## config.mk

```make
export PLATFORM = sky130hd
export DESIGN_NAME = alu_seq_ctrl
export DESIGN_NICKNAME = d
export VERILOG_FILES = /design/src/rtl/alu_pkg.sv /design/src/rtl/alu.sv /design/src/rtl/alu_seq_ctrl_booth.sv /design/src/rtl/alu_seq_ctrl.sv
export SDC_FILE = /design/constraint.sdc
export NUM_CORES = 1
export LEC_CHECK = 0
export ABC_AREA = 1
export CORE_MARGIN = 4
export CORE_UTILIZATION = 40
export CTS_CLUSTER_DIAMETER = 50
export DETAILED_ROUTE_END_ITERATION = 12
export GPL_ROUTABILITY_DRIVEN = 0
export SLEW_MARGIN = 40
export SYNTH_ARGS = -nofsm -noshare
export SYNTH_HDL_FRONTEND = slang
export SYNTH_SLANG_ARGS = --single-unit
```

## constraint.sdc

```tcl
create_clock -name clk -period 6 [get_ports clk]
set_clock_uncertainty 0.1 [all_clocks]
set_input_delay 0.6 -clock clk [delete_from_list [all_inputs] [get_ports clk]]
set_output_delay 0.6 -clock clk [all_outputs]
set_load 0.05 [all_outputs]
```

## src/rtl/alu_pkg.sv

```systemverilog
// Shared definitions for the ALU sequencer: widths, op codes, FSM encoding
// and the captured-request payload.
package alu_pkg;

    localparam int unsigned DATA_W = 32;
    localparam int unsigned MUL_W  = 16;
    localparam int unsigned SEL_W  = 3;

    localparam logic [SEL_W-1:0] OP_AND = 3'b000;
    localparam logic [SEL_W-1:0] OP_OR  = 3'b001;
    localparam logic [SEL_W-1:0] OP_ADD = 3'b010;
    localparam logic [SEL_W-1:0] OP_SLL = 3'b011;
    localparam logic [SEL_W-1:0] OP_MUL = 3'b100;
    localparam logic [SEL_W-1:0] OP_SRL = 3'b101;
    localparam logic [SEL_W-1:0] OP_SUB = 3'b110;
    localparam logic [SEL_W-1:0] OP_SLT = 3'b111;

    typedef enum logic [1:0] {
        ST_IDLE = 2'd0,
        ST_EXEC = 2'd1,
        ST_MUL  = 2'd2,
        ST_DONE = 2'd3
    } state_t;

    typedef struct packed {
        logic [SEL_W-1:0]  sel;
        logic [DATA_W-1:0] a;
        logic [DATA_W-1:0] b;
    } op_req_t;

endpackage

```

## src/rtl/alu.sv

```systemverilog
// Existing combinational 32-bit ALU (MUL code is unimplemented and yields 0).
// Ports: a, b operands; ALU_sel op code; ALU_result result; OF signed
// overflow for ADD/SUB.
module alu
    import alu_pkg::*;
(
    input  logic [DATA_W-1:0] a,
    input  logic [DATA_W-1:0] b,
    input  logic [SEL_W-1:0]  ALU_sel,
    output logic [DATA_W-1:0] ALU_result,
    output logic              OF
);

    logic [DATA_W-1:0] sum;
    logic [DATA_W-1:0] diff;

    assign sum  = a + b;
    assign diff = a - b;

    // Operation select; overflow only meaningful for the signed add/sub.
    always_comb begin
        ALU_result = '0;
        OF         = 1'b0;
        case (ALU_sel)
            OP_AND: ALU_result = a & b;
            OP_OR:  ALU_result = a | b;
            OP_ADD: begin
                ALU_result = sum;
                OF         = (a[DATA_W-1] == b[DATA_W-1]) && (sum[DATA_W-1] != a[DATA_W-1]);
            end
            OP_SLL: ALU_result = a << b[4:0];
            OP_SRL: ALU_result = a >> b[4:0];
            OP_SUB: begin
                ALU_result = diff;
                OF         = (a[DATA_W-1] != b[DATA_W-1]) && (diff[DATA_W-1] != a[DATA_W-1]);
            end
            OP_SLT: ALU_result = ($signed(a) < $signed(b)) ? DATA_W'(1) : '0;
            default: ALU_result = '0;
        endcase
    end

endmodule

```

## src/rtl/alu_seq_ctrl_booth.sv

```systemverilog
// Iterative radix-2 Booth multiplier, one step per enabled edge.
// Ports: clk, rst (async active-high); load initialises acc/mq/q_1/cnt from
// mplier; step performs one Booth step using mcand; done and product are
// combinational look-ahead: done flags the final step, product is the
// post-shift {acc,mq} of the current step.
module booth_mul_iter
    import alu_pkg::*;
(
    input  logic                 clk,
    input  logic                 rst,
    input  logic                 load,
    input  logic                 step,
    input  logic [MUL_W-1:0]     mcand,
    input  logic [MUL_W-1:0]     mplier,
    output logic                 done,
    output logic [2*MUL_W-1:0]   product
);

    localparam int unsigned ACC_W = MUL_W + 1;
    localparam int unsigned CNT_W = $clog2(MUL_W);

    logic [ACC_W-1:0] acc;
    logic [ACC_W-1:0] acc_sum;
    logic [ACC_W-1:0] acc_nxt;
    logic [ACC_W-1:0] m;
    logic [MUL_W-1:0] mq;
    logic [MUL_W-1:0] mq_nxt;
    logic             q_1;
    logic [CNT_W-1:0] cnt;

    // 17-bit accumulator keeps -M representable when mcand is the most negative value.
    assign m = {mcand[MUL_W-1], mcand};

    // Booth add/subtract followed by arithmetic right shift of {acc,mq,q_1}.
    always_comb begin
        acc_sum = acc;
        case ({mq[0], q_1})
            2'b01:   acc_sum = acc + m;
            2'b10:   acc_sum = acc - m;
            default: acc_sum = acc;
        endcase
        acc_nxt = {acc_sum[ACC_W-1], acc_sum[ACC_W-1:1]};
        mq_nxt  = {acc_sum[0], mq[MUL_W-1:1]};
    end

    assign done    = step && (cnt == CNT_W'(MUL_W - 1));
    assign product = {acc_nxt[MUL_W-1:0], mq_nxt};

    // Iteration state.
    always_ff @(posedge clk or posedge rst) begin
        if (rst) begin
            acc <= '0;
            mq  <= '0;
            q_1 <= 1'b0;
            cnt <= '0;
        end else if (load) begin
            acc <= '0;
            mq  <= mplier;
            q_1 <= 1'b0;
            cnt <= '0;
        end else if (step) begin
            acc <= acc_nxt;
            mq  <= mq_nxt;
            q_1 <= mq[0];
            cnt <= cnt + CNT_W'(1);
        end
    end

endmodule

```

## src/rtl/alu_seq_ctrl.sv

```systemverilog
// Operation sequencer around the combinational ALU: one request at a time,
// MUL on the iterative Booth unit, one registered response per request.
// Ports: clk, rst (async active-high); req_valid/req_ready/req_sel/req_a/
// req_b request channel; rsp_valid/rsp_ready/rsp_result/rsp_of response
// channel; busy while an op is in flight.
module alu_seq_ctrl
    import alu_pkg::*;
(
    input  logic              clk,
    input  logic              rst,
    input  logic              req_valid,
    output logic              req_ready,
    input  logic [SEL_W-1:0]  req_sel,
    input  logic [DATA_W-1:0] req_a,
    input  logic [DATA_W-1:0] req_b,
    output logic              rsp_valid,
    input  logic              rsp_ready,
    output logic [DATA_W-1:0] rsp_result,
    output logic              rsp_of,
    output logic              busy
);

    state_t               state;
    state_t               state_nxt;
    op_req_t              op;
    logic                 accept;
    logic                 mul_load;
    logic                 mul_step;
    logic                 exec_cap;
    logic                 mul_cap;
    logic [DATA_W-1:0]    alu_result;
    logic                 alu_of;
    logic                 mul_done;
    logic [2*MUL_W-1:0]   mul_product;

    alu u_alu (
        .a          (op.a),
        .b          (op.b),
        .ALU_sel    (op.sel),
        .ALU_result (alu_result),
        .OF         (alu_of)
    );

    // Multiplier is loaded straight from the request so stepping starts next edge.
    booth_mul_iter u_mul (
        .clk     (clk),
        .rst     (rst),
        .load    (mul_load),
        .step    (mul_step),
        .mcand   (op.a[MUL_W-1:0]),
        .mplier  (req_b[MUL_W-1:0]),
        .done    (mul_done),
        .product (mul_product)
    );

    // State register.
    always_ff @(posedge clk or posedge rst) begin
        if (rst) begin
            state <= ST_IDLE;
        end else begin
            state <= state_nxt;
        end
    end

    // Next-state and control strobes.
    always_comb begin
        state_nxt = state;
        accept    = 1'b0;
        mul_load  = 1'b0;
        mul_step  = 1'b0;
        exec_cap  = 1'b0;
        mul_cap   = 1'b0;
        case (state)
            ST_IDLE: begin
                if (req_valid && req_ready) begin
                    accept = 1'b1;
                    if (req_sel == OP_MUL) begin
                        mul_load  = 1'b1;
                        state_nxt = ST_MUL;
                    end else begin
                        state_nxt = ST_EXEC;
                    end
                end
            end
            ST_EXEC: begin
                exec_cap  = 1'b1;
                state_nxt = ST_DONE;
            end
            ST_MUL: begin
                mul_step = 1'b1;
                if (mul_done) begin
                    mul_cap   = 1'b1;
                    state_nxt = ST_DONE;
                end
            end
            ST_DONE: begin
                if (rsp_ready) begin
                    state_nxt = ST_IDLE;
                end
            end
            default: state_nxt = ST_IDLE;
        endcase
    end

    // Captured operands, response registers and handshake outputs.
    always_ff @(posedge clk or posedge rst) begin
        if (rst) begin
            op         <= '0;
            rsp_result <= '0;
            rsp_of     <= 1'b0;
            rsp_valid  <= 1'b0;
            req_ready  <= 1'b0;
            busy       <= 1'b0;
        end else begin
            req_ready <= (state_nxt == ST_IDLE);
            rsp_valid <= (state_nxt == ST_DONE);
            busy      <= (state_nxt != ST_IDLE);
            if (accept) begin
                op <= op_req_t'{sel: req_sel, a: req_a, b: req_b};
            end
            if (exec_cap) begin
                rsp_result <= alu_result;
                rsp_of     <= alu_of && ((op.sel == OP_ADD) || (op.sel == OP_SUB));
            end else if (mul_cap) begin
                rsp_result <= DATA_W'(mul_product);
                rsp_of     <= 1'b0;
            end
        end
    end

endmodule

```

==> impl_metrics.toml <==
[outcome]
status = "finished, final reports clean"

[global_routing]
grt_max_degree = 105
grt_pass1_wl_mm = 106
grt_pass1_vias = 18100
overflow = 0
grt_busiest_layer = "met2"
grt_use_met2_pct = 47.7
use_met3_pct = 5.51
met1_usage_pct = 42.6
antenna_found_initial = 0
grtUsageTotal_pct = 30.5

[setup_path]
r2r_slack_ps = 2090
cp_common_cell = "nand2_1"
r2r-end = "rsp_result[22]"
cpLargestDelayFamily = "simple AND/OR/NAND/NOR gates"
r2r-start = "op[44]"
path_class = "flip-flop to flip-flop"
critPathSlowestCell = "ha_1"
path_depth = 14
critical-path-max-stage-delay_ps = 690
critPathCapture = "rsp_result[22]"
path_buf_inv = 1
cp_cell_sequence = "clkinv_1 -> ha_1 -> nand2_1 -> nor2_1 -> and3_1 -> nand2_1 -> nand2_1 -> nand2_1 -> nand2_1 -> nand2_1 -> nand3_1 -> nand3_1 -> nand2_1 -> a21oi_1"
crit_path_start_kind = "flip-flop"
critical_path.max_fanout = 9
arrival_ps = 4150
end_kind = "flip-flop"
cp_data_required_time_ps = 6240
critPathLaunch = "op[44]"
reg2reg_depth = 14

[synth]
synthAdderAreaFrac_pct = 9.56
synth_top_family_by_area = "simple AND/OR/NAND/NOR gates"
synthTopCellsByCount = "nand2_1, nand3_1, inv_1"
yosysSeqAreaShare_pct = 21.4
synthTopCellsByArea = "dfrtp_1, nand2_1, nand3_1"
synth_nets = 2995
synth_compound_area_share_pct = 13.3
synthXorXnorAreaFrac_pct = 0.844
synth_edf_count = 0
avgSynthCellArea_um2 = 5.93
yosys_register_bits = 142
async_flop_share_pct = 100
synth.distinct_cells = 48
synthCells = 2799
synth.largest_area_cell = "dfrtp_1"
synth_flop_cell = "dfrtp_1"
synth-simple-area-share_pct = 42.4
synth.top_cell.area_share_pct = 21.4
syn_area_um2 = 16600
yosys_warnings = 0
synth_mux_area_share_pct = 0.121
synth.most_common_cell = "nand2_1"

[detailed_routing]
vias_per_cell = 5.80
ant_nets = 0
drt_first_pass_iters = 8
wl_per_cell_um = 20.9
drt_wl_total_mm = 70.4
drtIter0Drc = 2581
drc = 0
vias = 19500

[cells_and_area]
fin_util_pct = 45.1
area_growth_pct = 11.2
antenna_cells = 0
fin_nets = 3014
drive_gt1_share_pct = 4.49

[clock_network]
cts_hold_buf = 0
cts_buffer_depth = 2
cts_buffers = 17
clkSinkCount = 142
clkLatencyLatePin_ps = 470
cts_resized = 0
path_clk_slew_ps = 70
htree_levels = 4
cts_root_buf = "clkbuf_16"
cts_tree = "done"
cts_setup_buffers = 0

[timing]
tightestPinTransition_ps = 791
relSlewSlack_pct = 46.9
layout_min_cycle_time_ps = 3910
final.setup.tns_ps = 0
setup_viol = 0
report.final.hold_viol_count = 0
finalCritPeriodShare_pct = 65.2
rsz0062_at_grt = "no"
max_freq_mhz = 256
drv_slew = 0

[job]
cap_violations = 0

[die]
core_um2 = 40900
die_w_um = 212
die_h_um = 212
rows = 74
dieArea_um2 = 44800
ios = 107
initial_core_util_pct = 40.6

[placement]
hpwl_mm = 55.7
port-buffer-count = 106

[min_path]
hp-class = "flip-flop to flip-flop"
==> through the flow <==
step,cell area [um^2],std cells,setup slack [ps],hold WS [ps]
floorplan,16600,2799,1490,341
global placement,17800,3330,2280,373
detailed placement,17800,3330,2230,377
CTS,18400,3362,2220,386
global route,18500,3363,2120,406
finish,18500,3363,2090,379
==> cell families after synthesis <==
family | count (synthesis)
multiplexers | 2
adder cells (fa/ha/maj) | 125
AND/OR/NAND/NOR | 1630
AO/OA/AOI/OAI | 390
buffers and inverters | 494
flip-flops | 142
XOR/XNOR | 16
==> how the worst min path moves through the flow <==
stage                 startpoint      endpoint  slack [ps]  depth (start not counted)
global route        u_mul.cnt[3]  u_mul.cnt[3]         410                          1
detailed placement  u_mul.cnt[3]  u_mul.cnt[3]         380                          1
CTS                 u_mul.cnt[3]  u_mul.cnt[3]         390                          1
finish              u_mul.cnt[3]  u_mul.cnt[3]         380                          1
global placement    u_mul.cnt[3]  u_mul.cnt[3]         370                          1
floorplan           u_mul.cnt[3]  u_mul.cnt[3]         340                          1
==> cell type report <==
class | instances | area (um^2)
inverters | 366 | 1390
clock buffers | 18 | 439
repair buffers | 128 | 1250
clock inverters | 14 | 175
multi-input cells | 2163 | 11000
flip-flops and latches | 142 | 3560
fillers | 4432 | 22500
well taps | 532 | 666
==> placed cells by master (no fill, tap or decap), types with 9 or more instances in the layout <==
master	Yosys	layout
nor2_1	268	266
inv_1	347	345
buf_4	14	21
a21oi_2	9	9
nor3_1	15	15
ha_1	122	122
inv_2	14	15
o22ai_1	28	28
clkbuf_16	0	17
o21bai_1	13	13
a21oi_1	101	101
o211ai_1	17	17
o21ai_0	174	174
dfrtp_1	142	139
nand4_1	37	37
clkdlybuf4s50_1	0	106
nand3_1	457	457
nand2_2	11	11
o21ai_1	9	9
o21a_1	13	13
xor2_1	15	15
nand3b_1	9	9
nand2_1	794	794
==> sequential cells by signal, indices dropped and copies added (netlist names) <==
| name | flops |
|---|---|
| busy | 1 |
| op | 67 |
| rsp_result | 32 |
| u_mul.mq | 16 |
| u_mul.q_1 | 1 |
| u_mul.cnt | 4 |
| rsp_valid | 1 |
| state | 2 |
| u_mul.acc | 16 |
| req_ready | 1 |
| rsp_of | 1 |
==> layer usage <==
| layer | vias up | share of wire, % |
|---|---|---|
| met5 | - | 0 |
| met4 | 0 | 3.4 |
| li1 | 9119 | - |
| met2 | 1051 | 45 |
| met1 | 9194 | 42 |
| met3 | 137 | 10 |
Power is not shown: default switching activity piles up to over one toggle a cycle in this logic, so the estimate is an artifact.
